$ cat config.mk
export PLATFORM = sky130hd
export DESIGN_NAME = cricket_delivery_ctrl
export DESIGN_NICKNAME = d
export VERILOG_FILES = /design/src/rtl/cricket_delivery_ctrl.sv
export SDC_FILE = /design/constraint.sdc
export NUM_CORES = 1
export LEC_CHECK = 0
export ABC_AREA = 1
export BUFFER_PORTS_ARGS = -buffer_cell sky130_fd_sc_hd__buf_2
export CAP_MARGIN = 20
export CORE_MARGIN = 1
export CORE_UTILIZATION = 42
export CTS_BUF_LIST = sky130_fd_sc_hd__clkbuf_4
export DETAILED_ROUTE_END_ITERATION = 12
export HOLD_SLACK_MARGIN = 0.06
export SLEW_MARGIN = 20
export SYNTH_ARGS = -nofsm -noshare
export SYNTH_HDL_FRONTEND = slang
export SYNTH_SLANG_ARGS = --single-unit
$ cat constraint.sdc
create_clock -name clk_fpga -period 3.1 [get_ports clk_fpga]
set_clock_uncertainty 0.2 [all_clocks]
set_input_delay 0.465 -clock clk_fpga [delete_from_list [all_inputs] [get_ports clk_fpga]]
set_output_delay 0.465 -clock clk_fpga [all_outputs]
set_load 0.01 [all_outputs]
$ cat src/rtl/cricket_delivery_ctrl.sv
// cricket_delivery_ctrl: samples the LFSR on each bowl request, decodes the delivery
// and keeps runs/wickets/balls/overs, with a lockout between deliveries.
module cricket_delivery_ctrl #(
  parameter int MAX_OVERS      = 2,
  parameter int MAX_WICKETS    = 10,
  parameter int LOCKOUT_CYCLES = 16
) (
  input  logic       clk_fpga,
  input  logic       reset,
  input  logic       bowl_btn,
  input  logic [3:0] rnd,
  output logic [8:0] runs,
  output logic [3:0] wickets,
  output logic [2:0] balls,
  output logic [3:0] overs,
  output logic [3:0] last_outcome,
  output logic       outcome_valid,
  output logic       busy,
  output logic       innings_over
);
  typedef enum logic [2:0] {IDLE, SAMPLE, UPDATE, COOL, DONE} state_t;
  state_t      state_q, state_d;
  logic        bowl_prev_q;
  logic [3:0]  rnd_q, rnd_d;
  logic [8:0]  runs_q, runs_d;
  logic [3:0]  wickets_q, wickets_d;
  logic [2:0]  balls_q, balls_d;
  logic [3:0]  overs_q, overs_d;
  logic [3:0]  last_q, last_d;
  logic        valid_q, valid_d;
  logic [15:0] cnt_q, cnt_d;
  logic [3:0]  code;
  logic [2:0]  add;
  logic        extra, legal, wkt, last_ball, ended;
  logic [9:0]  runs_sum;
  always_comb begin
    code = rnd_q <= 4'd2  ? 4'd0 :
           rnd_q <= 4'd6  ? 4'd1 :
           rnd_q <= 4'd9  ? 4'd2 :
           rnd_q == 4'd10 ? 4'd3 :
           rnd_q == 4'd11 ? 4'd4 :
           rnd_q == 4'd12 ? 4'd6 :
           rnd_q == 4'd13 ? 4'd8 :
           rnd_q == 4'd14 ? 4'd9 : 4'd15;
    extra = code == 4'd8 || code == 4'd9;
    add = extra ? 3'd1 : code == 4'd15 ? 3'd0 : code[2:0];
    legal = !extra;
    wkt = code == 4'd15;
    last_ball = balls_q == 3'd5;
    runs_sum = {1'b0, runs_q} + {7'd0, add};
    ended = wickets_q == 4'(MAX_WICKETS) || overs_q == 4'(MAX_OVERS);
  end
  always_comb begin
    state_d = state_q;
    rnd_d = rnd_q;
    runs_d = runs_q;
    wickets_d = wickets_q;
    balls_d = balls_q;
    overs_d = overs_q;
    last_d = last_q;
    valid_d = 1'b0;
    cnt_d = cnt_q;
    case (state_q)
      IDLE: state_d = bowl_btn && !bowl_prev_q ? SAMPLE : IDLE;
      SAMPLE: begin
        rnd_d = rnd;
        state_d = UPDATE;
      end
      UPDATE: begin
        runs_d = runs_sum[9] ? 9'd511 : runs_sum[8:0];
        last_d = code;
        wickets_d = wickets_q + {3'd0, wkt};
        balls_d = !legal ? balls_q : last_ball ? 3'd0 : balls_q + 3'd1;
        overs_d = overs_q + {3'd0, legal && last_ball};
        valid_d = 1'b1;
        cnt_d = 16'd0;
        state_d = COOL;
      end
      COOL: begin
        cnt_d = cnt_q + 16'd1;
        state_d = cnt_q != 16'(LOCKOUT_CYCLES - 1) ? COOL : ended ? DONE : IDLE;
      end
      default: state_d = state_q;
    endcase
  end
  always_ff @(posedge clk_fpga) begin
    if (reset) begin
      state_q <= IDLE;
      bowl_prev_q <= 1'b0;
      rnd_q <= 4'd0;
      runs_q <= 9'd0;
      wickets_q <= 4'd0;
      balls_q <= 3'd0;
      overs_q <= 4'd0;
      last_q <= 4'd0;
      valid_q <= 1'b0;
      cnt_q <= 16'd0;
    end else begin
      state_q <= state_d;
      bowl_prev_q <= bowl_btn;
      rnd_q <= rnd_d;
      runs_q <= runs_d;
      wickets_q <= wickets_d;
      balls_q <= balls_d;
      overs_q <= overs_d;
      last_q <= last_d;
      valid_q <= valid_d;
      cnt_q <= cnt_d;
    end
  end
  assign runs = runs_q;
  assign wickets = wickets_q;
  assign balls = balls_q;
  assign overs = overs_q;
  assign last_outcome = last_q;
  assign outcome_valid = valid_q;
  assign busy = state_q != IDLE;
  assign innings_over = state_q == DONE;
endmodule

; Word level (Yosys, flattened, before mapping)
; Index checks and enable logic that the tools add are counted.
[classes]
multipliers = 0
n_addsub = 5
n_eq_ne = 16
shift = 0
div = 0
n_lt_le_gt_ge = 3
reduce_logical = 11
n_mux = 18
bitwise_logic = 1
[op_table]
columns = operator, count
row1 = "== test 4 bit, second input constant", 9
row2 = one-hot mux 16 bit (2 select lines), 1
row3 = 2-to-1 mux 4 bit, 6
row4 = 2-to-1 mux 3 bit, 7
row5 = "adder 16 x 1 -> 16 bit, second input constant", 1
row6 = "!= test 16 x 4 -> 1 bit, second input constant", 1
row7 = one-hot mux 3 bit (4 select lines), 1
row8 = adder 9 x 3 -> 10 bit, 1
row9 = 2-to-1 mux 9 bit, 1
row10 = adder 4 x 1 -> 4 bit, 2
row11 = "== test 3 x 2 -> 1 bit, second input constant", 2
row12 = "== test 3 bit, second input constant", 2
row13 = "== test 4 x 2 -> 1 bit, second input constant", 1
row14 = "<= comparator 4 x 2 -> 1 bit, second input constant", 1
row15 = "<= comparator 4 x 3 -> 1 bit, second input constant", 1
row16 = "<= comparator 4 bit, second input constant", 1
row17 = nonzero test 4 bit, 1
row18 = "adder 3 x 1 -> 3 bit, second input constant", 1
row19 = "== test 3 x 1 -> 1 bit, second input constant", 1
row20 = logical NOT 3 bit, 1
row21 = nonzero test 3 bit, 1
row22 = logical AND 1 bit, 2
row23 = logical NOT 1 bit, 2
row24 = logical OR 1 bit, 2
row25 = 4 further kinds, 5
[totals]
output_inout_bits = 27
n_memories = 0
register_bits = 49
romBits = 0
input_bits = 7
latch_bits = 0
wordCells = 64
mem_bits_rw = 0

; Logic depth before layout (Yosys ltp)
; Gate-level depths: netlist (run 1).
[depth]
word_depth = 14
depth_mapped = 17
ltp_nobuf = 17

; Worst setup path after synthesis (run 1)
; No wires, ideal clock.
[synth_path]
path_kind = register -> register
startpoint = register rnd_q[1]
endpoint = register runs_q[6] (netlist: runs[6])
stages_incl_launch_ff = 17
synth_period_minus_slack_ps = 2312
path_slack_ps = 788
t_arrival_ps = 2004
n_path_buf = 0
setup_ps = 109
required_time_ps = 2791
path_cell_list = dfxtp_1 nand2_1 nor2_1 o21ai_0 o31ai_1 o21ai_0 ha_1 inv_1 fa_1 inv_1 nand2_1 nand2_1 nand3_1 o21ai_1 nand3_1 nand2_1 inv_1
[synth_via]
elab_chain_len = 14
elab_cells_between_ends = 24
classes_between = add/sub (1) / order compare (3) / eq/ne (8) / mux (11) / reduce/logical (1)
[synth_rtl]
columns = item, line_no
row1 = from (decl), 24  ; logic [3:0] rnd_q, rnd_d;
row2 = from (signal assigned), 101  ; rnd_q <= rnd_d;
row3 = == test 4 bit, 44  ; rnd_q == 4'd14 ? 4'd9 : 4'd15;
row4 = 2-to-1 mux 3 bit, 44
row5 = 2-to-1 mux 3 bit, 43  ; rnd_q == 4'd13 ? 4'd8 :
row6 = 2-to-1 mux 4 bit, 42  ; rnd_q == 4'd12 ? 4'd6 :
row7 = 2-to-1 mux 4 bit, 41  ; rnd_q == 4'd11 ? 4'd4 :
row8 = 2-to-1 mux 4 bit, 40  ; rnd_q == 4'd10 ? 4'd3 :
row9 = 2-to-1 mux 4 bit, 39  ; rnd_q <= 4'd9 ? 4'd2 :
row10 = 2-to-1 mux 4 bit, 38  ; rnd_q <= 4'd6 ? 4'd1 :
row11 = 2-to-1 mux 4 bit *, 37  ; code = rnd_q <= 4'd2 ? 4'd0 :
row12 = "== test 4 bit, on equally long branches", "46, 45"
row13 = 2-to-1 mux 3 bit / logical OR 1 bit (equally long branches), "46, 45"
row14 = 2-to-1 mux 3 bit *, 46  ; add = extra ? 3'd1 : code == 4'd15 ? 3'd0 : code[2:0];
row15 = adder 9 x 3 -> 10 bit *, 50  ; runs_sum = {1'b0, runs_q} + {7'd0, add};
row16 = 2-to-1 mux 9 bit *, 70  ; runs_d = runs_sum[9] ? 9'd511 : runs_sum[8:0];
row17 = to (signal assigned), 102  ; runs_q <= runs_d;
row18 = to (decl), 25  ; logic [8:0] runs_q, runs_d;
; Mark *: on every way between the ends. The rest lies on a longest branch, timed or not.
; A chain may end at the register's enable or synchronous reset.

; Worst setup path after layout (run 1)
; Same ends and word-level chain as after synthesis.

==> summary.md, run 1 <==
| Metric | Value |
|---|---|
| Vias in the first global route | 2071 |
| Worst Path Arrival | 2.65 ns |
| Fin crit period | 2.59 ns |
| CTS max path bufs | 2 |
| Final antenna-violating net count | 0 |
| Vias | 2337 |
| 1st-pass router iterations | 4 |
| # setup viols final | 0 |
| Worst-Margin Slew | 0.381 ns |
| PD cells | 392 nW/um2 |
| Full die area | 6330 um2 |
| CP cell instances | nand2_1, nor2_1, o21ai_0, o31ai_1, o21ai_0, ha_1, inv_1, fa_1, inv_1, nand2_1, nand2_1, nand3_1, o21ai_1, nand3_1, nand2_1, inv_1 |
| Port bufs | 33 |
| Util after Layout | 0.499 |
| Die Height | 79.6 um |
| Mean area per synthesized cell | 7.14 um2 |
| Lkg Pwr | 0.00120 uW |
| H-tree depth | 2 |
| Average wire per standard cell | 11.9 um |
| Crit-path slowest cell | fa_1 |
| Required time of the critical path | 3.17 ns |
| Die W | 79.6 um |
| R2R depth | 16 |
| Clock sink count | 49 |
| Synthesized area | 2530 um2 |
| Share of cells above drive strength 1 | 0.143 |
| Setup Crit Path Kind | flip-flop to flip-flop |
| Total track usage | 0.188 |
| Top cells by area, synth | dfxtp_1 39%, nand2_1 9.6%, inv_1 7.0% |
| Max Cap Viol | 0 |
| Nets@finish | 406 |
| Status | completed |
| Clock Tree Root | clkbuf_4 |
| Core area | 5640 um2 |
| Clock Pin Slew Worst Setup and Hold Paths | 0.14 ns |
| Worst path depth | 16 |
| Final WS setup | 0.514 ns |
| Critical Path Sink Type | flip-flop |
| CP max stage delay | 0.39 ns |
| Largest net degree at the start of global routing | 18 |
| Yosys cell types | 32 |
| Total Wirelength | 5530 um |
| Fin. Hold Viols | 0 |
| GRT Residual Overflow | 0 |
| Part of the Yosys area used for sequential elements | 0.388 |
| Area share of the largest cell type after synthesis | 0.388 |
| Initial antenna violation count | 0 |
| CP startpoint kind | flip-flop |
| Remaining DRCs | 0 |
| CP Buf/Inv Count | 3 |
| Slew Viols, Final | 0 |
| Synthesized instance count | 354 |
| CP most frequent cell | nand2_1 |
| Slew HR | 0.746 |
| Seq cells post-synth | 49 |
| Synth Net Count | 370 |
| Synth warn | 0 |
| I/O pin total | 34 |
| Row count | 27 |
| CTS tree | done |
| CTS buffer count | 5 |
| Post-CTS Setup Bufs | 0 |
| Routability cong. | 0.819 |
| Hold Path Class | input pin to flip-flop |
| Total power | 1100 uW |
| Number of fill cells | 570 |
| Fmax | 387 MHz |
| DP HPWL | 4210 um |
| Via density | 5.05 |
| TNS Setup | 0 ns |
| Worst vdd rail ir drop | 0.278 mV |
| Diodes inserted | 0 |
| Area leader, netlist | dfxtp_1 |
| Crit path max-delay family | compound AO/OA/AOI/OAI gates |
| Pre-CTS WS | 0.522 ns |
| Effective utilization at floorplan | 0.448 |
| Period utilization | 0.834 |
| RSZ-0062 raised after global routing | no |
| DR iter-0 viols | 131 |
| Skew-Pair Late Insertion Delay | 0.35 ns |
| Global-route wire length before repair | 9340 um |
| Crit-path max FO | 5 |
| Area grow syn2layout | 11.2% |
| Post-cts sizing count | 0 |
| Hold Buf Count CTS | 0 |
| Hold depth | 3 |
cell families after synthesis:
| kind of cell | Yosys count | share of synthesized area |
|---|---|---|
| DFF | 49 | 0.388 |
| xor gates and xnor gates | 3 | 0.0104 |
| buffers and inverters | 56 | 0.0905 |
| and+or+nand+nor | 169 | 0.322 |
| AOI/OAI and AO/OA | 68 | 0.142 |
| adders and majority gates | 9 | 0.0475 |
layout make-up:
cell class / count / area (um2) / area share
multi-input combinational: 249 / 1320 / 0.469
sequential: 49 / 981 / 0.349
inverter: 52 / 198 / 0.0703
timing repair buffer: 33 / 165 / 0.0587
tap: 72 / 90.1 / 0.0320
clock buffer: 7 / 52.6 / 0.0187
clock inverter: 1 / 7.51 / 0.00267
metal layers:
metal | vias up | routed length (um) | share of wire | track usage
met5 | - | 0 | 0 | 0
met4 | 0 | 37 | 0.0067 | 0.0382
met3 | 4 | 381 | 0.069 | 0.0434
met2 | 68 | 2240 | 0.40 | 0.281
met1 | 1014 | 2870 | 0.52 | 0.272
li1 | 1251 | - | - | -
flip-flops by register name, summed over array words and instances, names as in the netlist:
name,flops
cnt_q,16
balls,3
overs,4
wickets,4
bowl_prev_q,1
rnd_q,4
outcome_valid,1
state_q,3
runs,9
last_outcome,4
worst paths after layout:
path	start	endpoint	slack, ns
max	rnd_q[1]	runs[6]	0.51
min	bowl_btn	bowl_prev_q	0.14
max reg2reg	rnd_q[1]	runs[6]	0.51
min reg2reg	cnt_q[10]	cnt_q[10]	0.27
power by group:
part / switching, uW / total, uW / internal (uW)
Sequential: 17.0 / 663 / 646
Clock: 197 / 305 / 108
Combinational: 91.0 / 134 / 42.9
per-stage QoR:
step,instances,hold WS (ns),area (um2)
final,463,0.136,2810
after global routing,463,0.132,2810
after CTS,463,0.126,2810
after detailed placement,455,0.253,2750
after global placement,455,0.249,2750
after floorplan,354,0.236,2530
cells in the mapped netlist, drive strengths merged:
| master | instances |
|---|---|
| nor3 | 8 |
| o21ai | 30 |
| fa | 1 |
| xor2 | 3 |
| dfxtp | 49 |
| o31ai | 1 |
| clkbuf | 1 |
| nand3 | 30 |
| ha | 8 |
| nor2 | 47 |
| and2 | 1 |
| buf | 3 |
| a21oi | 30 |
| a22o | 2 |
| a31oi | 3 |
| nand2 | 68 |
| nand3b | 1 |
| or2 | 1 |
| a211oi | 2 |
| inv | 52 |
| nand4 | 13 |
layout by cell type, fill, tap and decap left out, drive strengths merged, types with 2 or more instances in the layout:
cell type  Yosys  routed
xor2           3       3
dfxtp         49      49
clkbuf         1       7
a21oi         30      30
nor3           8       8
a22o           2       2
ha             8       8
buf            3      33
nand4         13      13
nand2         68      68
nor2          47      47
inv           52      52
a211oi         2       2
o21ai         30      30
nand3         30      30
a31oi          3       3
worst register-to-register path: stages (launching register included):
cell and delay (ns):
dfxtp_1 0.34, nand2_1 0.13, nor2_1 0.08, o21ai_0 0.17, o31ai_1 0.12, o21ai_0 0.18, ha_1 0.19, inv_1 0.05
fa_1 0.39, inv_1 0.08, nand2_1 0.05, nand2_1 0.08, nand3_1 0.11, o21ai_1 0.15, nand3_1 0.08, nand2_1 0.06
inv_1 0.04
Power figures use the tool's default switching activity.
==> run 2: changes to the inputs <==
- clock period: 3.1 -> 2.5 ns (I/O delays scaled with it)
==> run 2 against run 1 <==
Count of clock-buffer cells in the layout decreased by 2. Final cell count increased by 1.7%. Die area unchanged. Non-clock buffer count increased by 8. Largest power group unchanged.
==> summary.md, run 2 (synthesized netlist as in run 1, its figures left out) <==
| Metric | Value |
|---|---|
| Worst vdd rail ir drop | 0.306 mV |
| Required time of the critical path | 2.58 ns |
| Share of cells above drive strength 1 | 0.193 |
| Status | completed |
| Seq pwr share | 0.609 |
| Net Sw Frac | 0.285 |
| PD cells | 466 nW/um2 |
| GRT Residual Overflow | 0 |
| Util after Layout | 0.516 |
| Clock Tree Root | clkbuf_4 |
| Core area | 5640 um2 |
| Fmax | 423 MHz |
| Port bufs | 33 |
| Max reg flops | 16 |
| Remaining DRCs | 0 |
| # setup viols final | 0 |
| Max Cap Viol | 0 |
| Hold Path Class | input pin to flip-flop |
| Switching power | 387 uW |
| Vias | 2392 |
| RSZ-0062 raised after global routing | yes |
| Pre-CTS WS | -0.0286 ns |
| Total Wirelength | 5770 um |
| Crit-path max FO | 3 |
| Combinational share of power | 0.134 |
| Full die area | 6330 um2 |
| Slew Viols, Final | 0 |
| Average wire per standard cell | 12.3 um |
| Diodes inserted | 0 |
| Fin. Hold Viols | 0 |
| Slew HR | 0.756 |
| Via density | 5.08 |
| Commonest cells after routing, fill and taps aside | 63 x nand2_1, 46 x inv_1, 45 x dfxtp_1 |
| Skew-Pair Late Insertion Delay | 0.36 ns |
| Vias in the first global route | 2182 |
| Die W | 79.6 um |
| Fin crit period | 2.36 ns |
| Worst Path Arrival | 2.44 ns |
| Row count | 27 |
| Final WS setup | 0.138 ns |
| CP startpoint kind | flip-flop |
| Period utilization | 0.945 |
| Nets@finish | 414 |
| Final antenna-violating net count | 0 |
| Clk pwr share | 0.257 |
| Number of fill cells | 575 |
| CTS buffer count | 5 |
| Total track usage | 0.198 |
| I/O pin total | 34 |
| P_int | 969 uW |
| Initial antenna violation count | 0 |
| FF+latch area | 988 um2 |
| Placed insts | 460 |
| Hold depth | 3 |
| Critical Path Sink Type | flip-flop |
| H-tree depth | 2 |
| CTS max path bufs | 2 |
| Commonest non-fill, non-tap cell in the layout | nand2_1 |
| DR iter-0 viols | 139 |
| Top reg by flops | cnt_q |
| R2R depth | 16 |
| DP HPWL | 4230 um |
| Setup Crit Path Kind | flip-flop to flip-flop |
| Fin cells | 471 |
| Clock Pin Slew Worst Setup and Hold Paths | 0.13 ns |
| Die Height | 79.6 um |
| CTS tree | done |
| Area grow syn2layout | 15.1% |
| 1st-pass router iterations | 4 |
| Routability cong. | 0.815 |
| Lkg Pwr | 0.00124 uW |
| TNS Setup | 0 ns |
| Worst-Margin Slew | 0.366 ns |
| Clock sink count | 49 |
| Largest net degree at the start of global routing | 17 |
| Effective utilization at floorplan | 0.448 |
| Area of the multi-input gates | 1360 um2 |
| Global-route wire length before repair | 9740 um |
run 2: cell count changes in the layout (fill, tap and decap cells not counted), sizes merged:
cell,before,now
clkinvlp,1,0
dlygate4sd3,0,1
buf,33,40
clkinv,0,3
clkbuf,7,5
run 2: per-layer routing:
layer	vias up	part of all wire	global-route usage
li1	1258	-	-
met1	1075	0.50	0.273
met2	50	0.44	0.301
met3	9	0.050	0.0457
met4	0	0.015	0.0691
met5	-	0	0
run 2: through the flow:
stage | cell area (um2) | total power (uW) | hold slack, ns
3_3_place_gp | 2790 | 1010 | 0.249
2_1_floorplan | 2530 | 962 | 0.236
3_5_place_dp | 2790 | 1010 | 0.253
4_1_cts | 2850 | 1370 | 0.0830
5_1_grt | 2910 | 1430 | 0.134
6_report | 2910 | 1360 | 0.101
run 2: path summary, 6_finish.rpt:
path,end,startpoint,slack [ns]
hold / removal,rnd_q[2],rnd[2],0.10
setup reg to reg,runs[6],rnd_q[1],0.14
hold reg to reg,cnt_q[10],cnt_q[10],0.27
setup / recovery,runs[6],rnd_q[1],0.14
run 2: repair_timing:
| item | CTS | global route |
|---|---|---|
| hold endpoints to repair | 1 | 0 |
| pin swaps | 0 | 4 |
| hold buffers | 1 | 0 |
| resized for setup | 1 | 18 |
| setup endpoints to repair | 1 | 4 |
| buffers inserted | 0 | 2 |
run 2: final cells by class:
| class | count | share of cell area |
|---|---|---|
| clock inverters | 3 | 0.00430 |
| multi-input cells | 249 | 0.466 |
| flip-flops and latches | 49 | 0.340 |
| well taps | 72 | 0.0310 |
| clock buffers | 5 | 0.0129 |
| inverters | 52 | 0.0679 |
| repair buffers | 41 | 0.0782 |
run 2: power groups by stage:
stage	Sequential, uW	Clock (uW)	Combinational [uW]
detailed placement	840	0	175
finish	825	349	182
floorplan	840	0	122
CTS	823	366	177
global placement	839	0	174
global route	829	395	209
run 2: critical path: stages, from the launching register on:
cell and delay [ns]:
dfxtp_2 0.35, nand2_2 0.08, nor2_2 0.04, o21ai_1 0.13, o31ai_1 0.11, o21ai_2 0.15, ha_2 0.18, inv_1 0.05
fa_2 0.35, inv_2 0.06, nand2_1 0.05, nand2_2 0.08, nand3_2 0.10, o21ai_2 0.16, nand3_1 0.07, nand2_1 0.06
inv_1 0.03
